$ cat config.mk
export PLATFORM = sky130hd
export DESIGN_NAME = n_bit_sqrt
export DESIGN_NICKNAME = d
export VERILOG_FILES = /design/src/rtl/n_bit_sqrt.sv
export SDC_FILE = /design/constraint.sdc
export NUM_CORES = 1
export LEC_CHECK = 0
export CAP_MARGIN = 20
export CORE_ASPECT_RATIO = 1.25
export CORE_UTILIZATION = 55
export CTS_CLUSTER_DIAMETER = 100
export DETAILED_ROUTE_END_ITERATION = 8
export PLACE_DENSITY = 0.77
export SLEW_MARGIN = 0
export SYNTH_ARGS = -nofsm -noshare
export SYNTH_HDL_FRONTEND = slang
export SYNTH_SLANG_ARGS = --single-unit
export TNS_END_PERCENT = 30
$ cat constraint.sdc
create_clock -name clk -period 6.2 [get_ports clk]
set_input_delay 1.24 -clock clk [delete_from_list [all_inputs] [get_ports clk]]
set_output_delay 1.24 -clock clk [all_outputs]
set_load 0.005 [all_outputs]
$ cat src/rtl/n_bit_sqrt.sv
// Iterative restoring integer square root: 2N-bit radicand -> N-bit floor(sqrt) plus N+1-bit remainder.
// Define SQRT_CHECK_EN to add the chk_err port, which re-squares each result and flags any inconsistency.
module n_bit_sqrt #(
    parameter int N = 8
) (
    input  logic           clk,
    input  logic           rst_n,
    input  logic           start,
    input  logic [2*N-1:0] radicand,
    output logic           busy,
    output logic           done,
    output logic [N-1:0]   root,
    output logic [N:0]     remainder
`ifdef SQRT_CHECK_EN
    ,
    output logic           chk_err
`endif
);

    localparam int CW = (N > 2) ? $clog2(N) : 1;
    localparam logic [CW-1:0] CNT_INIT = CW'(N - 1);

    typedef enum logic [1:0] {
        S_IDLE,
        S_CALC,
        S_DONE
    } state_t;

    state_t          r_state;
    state_t          w_state_next;
    logic [2*N-1:0]  r_sreg;
    logic [N:0]      r_rem;
    logic [N-1:0]    r_root;
    logic [CW-1:0]   r_cnt;

    logic [N+2:0]    w_rprime;
    logic [N+2:0]    w_sub;
    logic            w_ge;
    logic [N:0]      w_t;
    logic [N:0]      w_rem_next;
    logic [N-1:0]    w_root_next;
    logic            w_accept;

    // One restoring step: bring down the next two radicand bits, try subtracting {root, 01}.
    assign w_rprime    = {r_rem, r_sreg[2*N-1 -: 2]};
    assign w_sub       = {1'b0, r_root, 2'b01};
    assign w_ge        = (w_rprime >= w_sub);
    assign w_t         = w_rprime[N:0] - w_sub[N:0];
    assign w_rem_next  = w_ge ? w_t : w_rprime[N:0];
    assign w_root_next = {r_root[N-2:0], w_ge};

    assign w_accept = start && (r_state != S_CALC);

    // NOTE: every register uses non-blocking assignment so all flops update from pre-edge values.
    always_ff @(posedge clk or negedge rst_n) begin
        if (!rst_n) begin
            r_state <= S_IDLE;
        end else begin
            r_state <= w_state_next;
        end
    end

    // NOTE: default assignment first so no path leaves the output unassigned (no latch).
    always_comb begin
        w_state_next = r_state;
        case (r_state)
            S_IDLE:  if (start) w_state_next = S_CALC;
            S_CALC:  if (r_cnt == '0) w_state_next = S_DONE;
            S_DONE:  w_state_next = start ? S_CALC : S_IDLE;
            default: w_state_next = S_IDLE;
        endcase
    end

    always_comb begin
        busy = (r_state == S_CALC);
        done = (r_state == S_DONE);
    end

`ifdef SQRT_CHECK_EN
    logic [2*N-1:0] r_cap;
    logic [2*N-1:0] w_sq;
    logic [2*N:0]   w_sum;
    logic           w_err;

    // Same N x N product the squarer computes, then add the remainder back.
    assign w_sq  = {{N{1'b0}}, w_root_next} * {{N{1'b0}}, w_root_next};
    assign w_sum = {1'b0, w_sq} + {{N{1'b0}}, w_rem_next};
    assign w_err = (w_sum != {1'b0, r_cap}) || (w_rem_next > {w_root_next, 1'b0});

    always_ff @(posedge clk or negedge rst_n) begin
        if (!rst_n) begin
            r_cap   <= '0;
            chk_err <= 1'b0;
        end else begin
            if (w_accept) begin
                r_cap <= radicand;
            end
            if ((r_state == S_CALC) && (r_cnt == '0)) begin
                chk_err <= w_err;
            end
        end
    end
`endif

    always_ff @(posedge clk or negedge rst_n) begin
        if (!rst_n) begin
            r_sreg    <= '0;
            r_rem     <= '0;
            r_root    <= '0;
            r_cnt     <= '0;
            root      <= '0;
            remainder <= '0;
        end else if (w_accept) begin
            r_sreg <= radicand;
            r_rem  <= '0;
            r_root <= '0;
            r_cnt  <= CNT_INIT;
        end else if (r_state == S_CALC) begin
            r_sreg <= r_sreg << 2;
            r_rem  <= w_rem_next;
            r_root <= w_root_next;
            if (r_cnt != '0) begin
                r_cnt <= r_cnt - CW'(1);
            end else begin
                root      <= w_root_next;
                remainder <= w_rem_next;
            end
        end
    end

endmodule

Word-level counts from Yosys, hierarchy flattened
Cells that the tools add are included.
W data, S select, Z words.
{"block": "word_totals", "reg_bits": 55, "wordCells": 40}
{"block": "classes", "n_addsub": 2, "mux": 14, "reduce_logical": 9, "n_lt_le_gt_ge": 1, "eq_ne": 5, "bitwise": 2}
{"op": "$mux W16", "n": 2}
{"op": "$mux W9", "n": 3}
{"op": "$mux W8", "n": 2}
{"op": "$ge A11 B10 Y1", "n": 1}
{"op": "$mux W3", "n": 3}
{"op": "$sub A9 B9 Y9", "n": 1}
{"op": "$pmux W2 S3", "n": 1}
{"op": "$mux W2", "n": 2}
{"op": "$ne A2 B1 Y1 const B", "n": 2}
{"op": "$reduce_and A2 Y1", "n": 2}
{"op": "$reduce_bool A2 Y1", "n": 2}
{"op": "$logic_not A3 Y1", "n": 1}
{"op": "$reduce_and A3 Y1", "n": 1}
{"op": "$reduce_bool A3 Y1", "n": 1}
{"op": "$sub A3 B1 Y3 const B", "n": 1}
{"op": "$eq A2 B1 Y1 const B", "n": 1}
{"op": "$eq A2 B2 Y1 const B", "n": 1}
{"op": "$logic_not A2 Y1", "n": 1}
{"op": "$ne A2 B2 Y1 const B", "n": 1}
{"op": "$not A1 Y1", "n": 2}
{"op": "$logic_and A1 B1 Y1", "n": 1}
{"op": "$mux W1", "n": 1}

Logic depth before layout (Yosys ltp)
Gate-level depths: netlist (run 1).
{"block": "depth", "depth_word": 4, "mapped_depth": 9, "ltp_nobuf": 8}

Worst setup path before layout (run 1)
No wires, ideal clock.
{"block": "synth_path", "path_kind": "reg-to-output", "start": "register r_state[1]", "end": "output port busy", "n_path_buf": 2, "required_ps": 4960, "path_stages_with_launch": 5, "arrival_time_ps": 1212, "path_slack_ps": 3748, "cell_sequence": "dfrtp_1 -> nand2b_1 -> inv_1 -> clkbuf_1 -> buf_1"}
{"block": "synth_via", "elab_chain_cells": 1}
{"element": "start, declared", "line_no": "29", "text": "state_t r_state;"}
{"element": "start signal, assigned", "line_no": "59", "text": "r_state <= w_state_next;"}
{"element": "$eq A2 B1 Y1", "line_no": "75", "text": "busy = (r_state == S_CALC);"}
{"element": "end, declared", "line_no": "10", "text": "output logic busy,"}
Every way passes these cells.

Worst setup path in the final report (run 1)
Same ends and word-level chain as after synthesis.

==> results of run 1 <==
power by group:
| part | switching (mW) | internal (mW) |
|---|---|---|
| Combinational | 0.544 | 0.453 |
| Clock | 0.109 | 0.102 |
| Sequential | 0.0954 | 0.520 |
cells by family after synthesis:
family | synth area share [%]
multiplexers | 8.81
adder cells (fa/ha/maj) | 5.62
XOR/XNOR | 2.30
buffers and inverters | 4.26
AO/OA/AOI/OAI | 15.1
AND/OR/NAND/NOR | 12.4
flip-flops | 51.5
final cells by class:
| class | count | area [um^2] |
|---|---|---|
| Clock buffer | 8 | 100 |
| Fill cell | 390 | 1520 |
| Inverter | 15 | 56.3 |
| Multi-Input combinational cell | 189 | 1180 |
| Sequential cell | 55 | 1380 |
| Tap cell | 60 | 75.1 |
| Timing Repair Buffer | 40 | 388 |
placed cells by master, fill, tap and decap left out, types with 2 or more instances in the layout:
cell	count
sky130_fd_sc_hd__a21oi_1	5
sky130_fd_sc_hd__buf_4	3
sky130_fd_sc_hd__clkbuf_8	7
sky130_fd_sc_hd__clkdlybuf4s50_1	36
sky130_fd_sc_hd__dfrtp_1	55
sky130_fd_sc_hd__ha_1	12
sky130_fd_sc_hd__inv_1	15
sky130_fd_sc_hd__mux2i_1	22
sky130_fd_sc_hd__nand2_1	55
sky130_fd_sc_hd__nand2b_1	2
sky130_fd_sc_hd__nand3_1	2
sky130_fd_sc_hd__nor2_1	10
sky130_fd_sc_hd__nor2b_1	3
sky130_fd_sc_hd__nor3_1	2
sky130_fd_sc_hd__o21a_1	3
sky130_fd_sc_hd__o21ai_0	27
sky130_fd_sc_hd__o21ai_1	16
sky130_fd_sc_hd__o31ai_1	8
sky130_fd_sc_hd__or3_1	2
sky130_fd_sc_hd__xnor2_1	4
sky130_fd_sc_hd__xor2_1	3
how the worst max path moves through the flow:
stage	startpoint	end	slack [ps]	depth (start not counted)
floorplan	r_state[1]$_DFFE_PN0P_	busy	3750	4
global placement	r_state[1]$_DFFE_PN0P_	busy	3200	4
detailed placement	r_state[1]$_DFFE_PN0P_	busy	3130	4
CTS	r_state[1]$_DFFE_PN0P_	busy	2790	4
global route	r_state[1]$_DFFE_PN0P_	busy	2660	4
finish	r_state[1]$_DFFE_PN0P_	busy	2800	4
worst register-to-register path, stage by stage (launching register included):
cell and delay, ps:
sky130_fd_sc_hd__dfrtp_1 410, sky130_fd_sc_hd__inv_1 80, sky130_fd_sc_hd__ha_1 340, sky130_fd_sc_hd__o21a_2 160, sky130_fd_sc_hd__nor2_2 40, sky130_fd_sc_hd__o31ai_1 420
sky130_fd_sc_hd__a2bb2oi_2 610, sky130_fd_sc_hd__mux2i_1 390, sky130_fd_sc_hd__o21ai_1 90
state kept, by name, indices dropped and copies added, names as in the netlist:
| register | cells |
|---|---|
| r_cnt | 3 |
| r_sreg | 16 |
| r_state | 2 |
| root | 8 |
| r_rem | 9 |
| remainder | 9 |
| r_root | 8 |
metrics by stage:
step	hold WS (ps)	power (mW)	setup WS [ps]
final	480	1.82	2800
after global routing	511	1.98	2660
after CTS	480	1.83	2790
after detailed placement	465	1.61	3130
after global placement	456	1.58	3200
after floorplan	440	1.33	3750
routing by layer:
layer / share of wire, % / wire (um) / track usage, % / up-vias
li1: - / - / - / 996
met5: 0 / 0 / 0 / -
met3: 4.0 / 200 / 2.86 / 13
met2: 50 / 2490 / 35.4 / 55
met4: 2.4 / 123 / 11.6 / 0
met1: 44 / 2210 / 26.6 / 920
==> flow_results.org, run 1 <==
** Worst setup path
- The worst setup path is launched from a flip-flop.
- Walking the worst path, the cells encountered are nand2b_1 > inv_1 > buf_4 > clkdlybuf4s50_1.
- Worst Setup End Kind :: output port
- Crit Reg-Reg Startpoint :: r_root[0]$_DFFE_PN0P_
- Worst-path cell with the longest stage delay :: sky130_fd_sc_hd__clkdlybuf4s50_1
- In this run the worst path has a maximum fanout of 50.
- STA puts the critical path data required time at 4960 ps.
- For the worst flop-to-flop path, the logic depth is 8.
- The critical path contains buffers and inverters numbering 3 combined.
- R2r setup slk :: 3520 ps
- In this design, the stage delay of the slowest critical-path cell is 590 ps.
- Type of the setup path with the least slack :: reg2out
- Capture point of the worst reg-to-reg path :: remainder[2]$_DFFE_PN0P_
- Grouping stages by cell kind, the critical path spends the most delay in buffers and inverters.
- Worst endpoint data arrival time :: 2160 ps

** Routing
- In this run, the number of DRC markers left after iteration 0 of detailed routing was 64.
- Via count normalized by instance count :: 5.41
- Drt drc :: 0
- Final WL :: 5.02 mm
- Via count :: 1,984
- Number of antenna-violating nets in the routed design :: 0
- In the final routed layout, each cell accounts on average for 13.7 um.
- The first TritonRoute pass finished after 4 iterations.

** Hold path
- Counting instances, the worst hold path has a depth of 2.
- For hold timing, the worst endpoint is root[0]$_DFFE_PN0P_.
- The worst hold path begins at root[0]$_DFFE_PN0P_.
- Type of the worst min-delay path :: reg2reg

** Final layout
- Count of placed standard cells in the final layout, fillers left out :: 367
- Once layout is done, the placed cells without fillers occupy 0.00318 mm^2.
- The net count of the finished layout is 337.
- Ratio of cells with drive above 1 in the final layout :: 5.21%
- The area growth from synthesis to layout is 18.9%.
- The repair_antennas step left the layout with diodes totalling 0.
- Share of the core filled with cells :: 67.6%

** CTS
- The number of gates resized after CTS was 0.
- Cell at the root of the clock tree :: sky130_fd_sc_hd__clkbuf_8
- Clock insertion delay at the later pin of the skew report :: 300 ps
- Total of hold buffers inserted after clock tree synthesis :: 0
- Clock-pin slew was measured on the worst setup and hold paths at 90 ps.
- CTS sink cnt :: 55
- CTS buffer count :: 5
- CTS built an H-tree with a depth of 2.
- TritonCTS built the clock tree.
- Post-CTS Repair Setup Buffers :: 0
- Deepest clock path buffer count :: 2

** Logic synthesis
- Cell type contributing the most total cell area after synthesis :: sky130_fd_sc_hd__dfrtp_1
- Post-Synthesis Cells :: 272
- Syn_area_per_cell :: 9.82 um^2
- Net count after synthesis :: 303
- Synthesis warning total :: 0
- Synthesis inferred 55 register bits.
- After synthesis, the share of flip-flops with an asynchronous set or reset is 100%.
- Distinct cell type count after synthesis :: 35
- Yosys attributes the largest share of cell area to sky130_fd_sc_hd__dfrtp_1, sky130_fd_sc_hd__mux2i_1, sky130_fd_sc_hd__nand2_1, sky130_fd_sc_hd__ha_1, sky130_fd_sc_hd__o21ai_0.
- Summed over its instances, the top area cell type makes up 51.5% of the synthesized netlist area.
- Yosys mapped a number of flops with a built-in enable equal to 0.
- Main synth FF type :: sky130_fd_sc_hd__dfrtp_1
- Ranked by instance count, the synthesized netlist is headed by sky130_fd_sc_hd__dfrtp_1, sky130_fd_sc_hd__nand2_1, sky130_fd_sc_hd__o21ai_0, sky130_fd_sc_hd__mux2i_1, sky130_fd_sc_hd__o21ai_1.
- Sequential elements use 51.5% of the synthesized area.
- Post-Synthesis Cell Area :: 0.00267 mm^2

** Placed design
- At the end of routability-driven placement, the weighted congestion stood at 0.843.
- Area post-placement :: 0.00308 mm^2
- Number of instances in the placed design :: 359
- DP HPWL :: 3.55 mm
- Buffers placed on the I/O ports in this run total 37.

** Run
- The tool flagged a number of max-cap violations equal to 0.

** Power
- Leakage power :: 1.47 nW
- Worst-case vdd ir drop :: 0.277 mV
- Power per standard cell area :: 574 mW/mm^2

** STA
- For this run, the top clock speed supported by timing is 294 MHz.
- The max-slew violation total from the final report came to 0.
- Setup repair after global routing left no endpoint under its margin.
- Across the routed clock network, the largest skew measured is 6.15 ps.
- The final hold violation count is 0.
- Final Cycle Share :: 54.9%
- Summed negative setup slack over all endpoints :: 0 ps
- Worst Tran Pin Value :: 924 ps
- The smallest clock period supported by the final layout is computed as 3400 ps.
- Headroom to the max-slew limit came out at 38.2%.
- Setup violations remaining at the end of the flow were counted as 0.

** Die
- The initialized floorplan defines 28 standard-cell rows.
- Number of top-level design ports :: 38
- The die is 79.9 um tall.
- In this run the standard cell core region covers 0.00469 mm^2.
- Effective utilization at floorplan :: 56.9%
- Area enclosed by the die boundary :: 0.00514 mm^2
- Die Width :: 64.3 um

** Global routing
- Global routing used 21.2% of the available tracks.
- Global routing finished with a remaining overflow of 0.
- Vias in the first global route :: 1,919
- Entering global routing, the biggest net connects 56 pins.
- The number of antenna violations at the first check in global routing is 0.
- Wire length of the first global-routing pass :: 8.44 mm

** Status
- Run status :: finished clean
No activity file was read; power rests on OpenSTA's default activity.
==> inputs of run 2 (changes only) <==
--- a/config.mk
+++ b/config.mk
@@ -7,10 +7,10 @@
 export LEC_CHECK = 0
 export CAP_MARGIN = 20
 export CORE_ASPECT_RATIO = 1.25
-export CORE_UTILIZATION = 55
+export CORE_UTILIZATION = 49
 export CTS_CLUSTER_DIAMETER = 100
 export DETAILED_ROUTE_END_ITERATION = 8
-export PLACE_DENSITY = 0.77
+export PLACE_DENSITY = 0.73
 export SLEW_MARGIN = 0
 export SYNTH_ARGS = -nofsm -noshare
 export SYNTH_HDL_FRONTEND = slang
==> constraint.sdc (replaced) <==
create_clock -name clk -period 3 [get_ports clk]
set_input_delay 0.6 -clock clk [delete_from_list [all_inputs] [get_ports clk]]
set_output_delay 0.6 -clock clk [all_outputs]
set_load 0.005 [all_outputs]
==> run 2 against run 1 <==
Global-route usage down 1.1 points. Power increased by 110%. Final cell count grew 2.2%. Clock-buffer cell count fell by 3. Critical endpoint is now r_rem[1]$_DFFE_PN0P_. Largest cell class unchanged.
==> flow_results.org, run 2 (synthesized netlist as in run 1, its figures left out) <==
** Status
- Run status :: finished clean

** Placed design
- The congestion estimate from routability-driven global placement came to 0.932.
- Number of instances in the placed design :: 367
- The placed instances occupy a cell area of 0.00312 mm^2.
- Port buffering added 37 buffers.
- The wire-length estimate of the detail-placed layout is 3.86 mm.

** Global routing
- Wire length of the first global-routing pass :: 8.78 mm
- Overall overflow remaining after global route :: 0
- Initial antenna violation count :: 0
- GRT Total Usage :: 20.2%
- Entering global routing, the biggest net connects 50 pins.
- Vias in the first global route :: 1,925

** Routing
- Dividing the detail-routed wire length by the instance count gives 13.8 um.
- For this block, the routed nets add up to 5.17 mm of wire.
- Detailed routing inserted a total of 2,021 vias.
- Number of DRC markers after the initial detailed-route iteration :: 94
- Drt drc :: 0
- The first detailed-routing pass took 4 iterations.
- Number of antenna-violating nets in the routed design :: 0
- Via count normalized by instance count :: 5.39

** Die
- The initial utilization of the core area, before any placement, comes to 51.8%.
- From left edge to right edge, the die measures 68.0 um.
- The core region is 0.00515 mm^2.
- For this design the top-level I/O count stands at 38.
- Area enclosed by the die boundary :: 0.00575 mm^2
- In this run the core area contains 29 standard-cell rows.
- Die Span Y :: 84.5 um

** Worst setup path
- Ordered list of cells on the worst path :: inv_1 > ha_1 > o21a_2 > nor2_2 > o31ai_1 > a2bb2oi_2 > buf_4 > mux2_4 > o21ai_1
- The critical path is of the reg2reg type.
- Slowest cell delay on critical path :: 410 ps
- Worst-path cell with the longest stage delay :: sky130_fd_sc_hd__dfrtp_1
- Of all nets on the critical path, the largest fanout is 6.
- Req. time, crit path :: 3240 ps
- The worst setup path is captured at a flip-flop.
- The worst setup path is launched from a flip-flop.
- Worst endpoint data arrival time :: 2710 ps

** Final layout
- Filler Cells Inserted :: 438
- r_sreg holds more flip-flops than any other register.
- Nets :: 343
- Share of the core filled with cells :: 62.2%
- The repair_antennas step left the layout with diodes totalling 0.
- Leaving out filler cells and counting taps, the final layout contains 375.
- Ratio of cells with drive above 1 in the final layout :: 7.35%
- The largest registers in the layout are r_sreg x16, r_rem x9, remainder x9.
- Layout Cell Area excl Fill :: 0.00321 mm^2
- Max reg flops :: 16
- The library cells used most frequently in the layout, excluding fill and tap cells, are sky130_fd_sc_hd__nand2_1, sky130_fd_sc_hd__dfrtp_1, sky130_fd_sc_hd__clkdlybuf4s50_1.
- From synthesis to final layout, the design area changed by 20.1%.

** CTS
- CTS buffer count :: 5
- The H-tree generated during clock tree synthesis spans 2 levels.
- Cell at the root of the clock tree :: sky130_fd_sc_hd__clkbuf_8
- Clock insertion delay at the later pin of the skew report :: 310 ps
- TritonCTS built the clock tree.
- Once the clock tree was built, the resizer swapped 0 gates to a different size.
- Deepest clock path buffer count :: 2
- Post-CTS timing repair inserted 0 buffers for setup.
- Total of hold buffers inserted after clock tree synthesis :: 0
- Clock transition at the registers of the reported paths :: 90 ps
- CTS sink cnt :: 55

** STA
- Between clock sinks in the finished design, the worst skew comes to 5.97 ps.
- Final Cycle Share :: 82.2%
- Worst hold margin :: 270 ps
- Period minus WS final :: 2470 ps
- For the final routed database, the setup TNS stands at 0 ps.
- Derived from the worst setup path, the maximum achievable clock frequency is 406 MHz.
- Total of endpoints with negative setup slack in the final report :: 0
- Setup repair after global routing left no endpoint under its margin.
- Relative slew slack :: 71.9%
- Worst Tran Pin Value :: 418 ps
- Endpoints failing hold :: 0
- Slew Limit Fails :: 0

** Power
- Worst-case vdd ir drop :: 0.421 mV
- Power per standard cell area :: 1180 mW/mm^2
- Leakage power :: 1.49 nW

** Hold path
- The min-delay analysis places its worst path in the category in2async.

** Run
- Max-cap violations in this run came to 0.
run 2: power breakdown:
part,total (mW),switching [mW],internal [mW]
clock,0.393,0.233,0.160
combinational,2.12,1.14,0.977
sequential,1.27,0.199,1.07
total,3.78,1.57,2.21
run 2: metal layers:
layer | track usage, % | share of wire, % | vias up
met5 | 0 | 0 | -
met4 | 7.39 | 2.6 | 0
met3 | 4.21 | 2.8 | 11
met2 | 31.0 | 49 | 45
met1 | 27.7 | 46 | 958
li1 | - | - | 1007
run 2: final cells by class:
cell class	instances	area, um^2	area share, %
inverters	15	56.3	1.76
well taps	62	77.6	2.42
clock inverters	3	15.0	0.468
repair buffers	46	433	13.5
multi-input cells	189	1180	36.8
flip-flops and latches	55	1380	42.9
clock buffers	5	68.8	2.15
run 2: worst paths after layout:
check	start	to	slack (ps)	cells past startpoint
worst max register to register	r_root[0]$_DFFE_PN0P_	r_rem[1]$_DFFE_PN0P_	530	9
worst max-delay path	r_root[0]$_DFFE_PN0P_	r_rem[1]$_DFFE_PN0P_	530	9
worst min-delay path	rst_n	remainder[6]$_DFFE_PN0P_	270	2
worst min register to register	r_cnt[0]$_DFFE_PN0P_	r_cnt[0]$_DFFE_PN0P_	470	1
min in group clk	r_cnt[0]$_DFFE_PN0P_	r_cnt[0]$_DFFE_PN0P_	470	1
max in group asynchronous	rst_n	root[7]$_DFFE_PN0P_	2410	2
run 2: worst max-delay path: cells and delay by family, from the launching register on:
| kind | cells | cell delay [ps] |
|---|---|---|
| buffers and inverters | 2 | 300 |
| DFF | 1 | 410 |
| AOI/OAI and AO/OA | 4 | 980 |
| adders and majority gates | 1 | 340 |
| and+or+nand+nor | 1 | 40 |
| muxes | 1 | 310 |
run 2: metrics by stage:
step / total power [mW] / worst slack, ps
CTS: 3.81 / 544
detailed placement: 3.41 / 560
global placement: 3.35 / 584
finish: 3.78 / 535
global route: 4.11 / 331
floorplan: 2.75 / 978
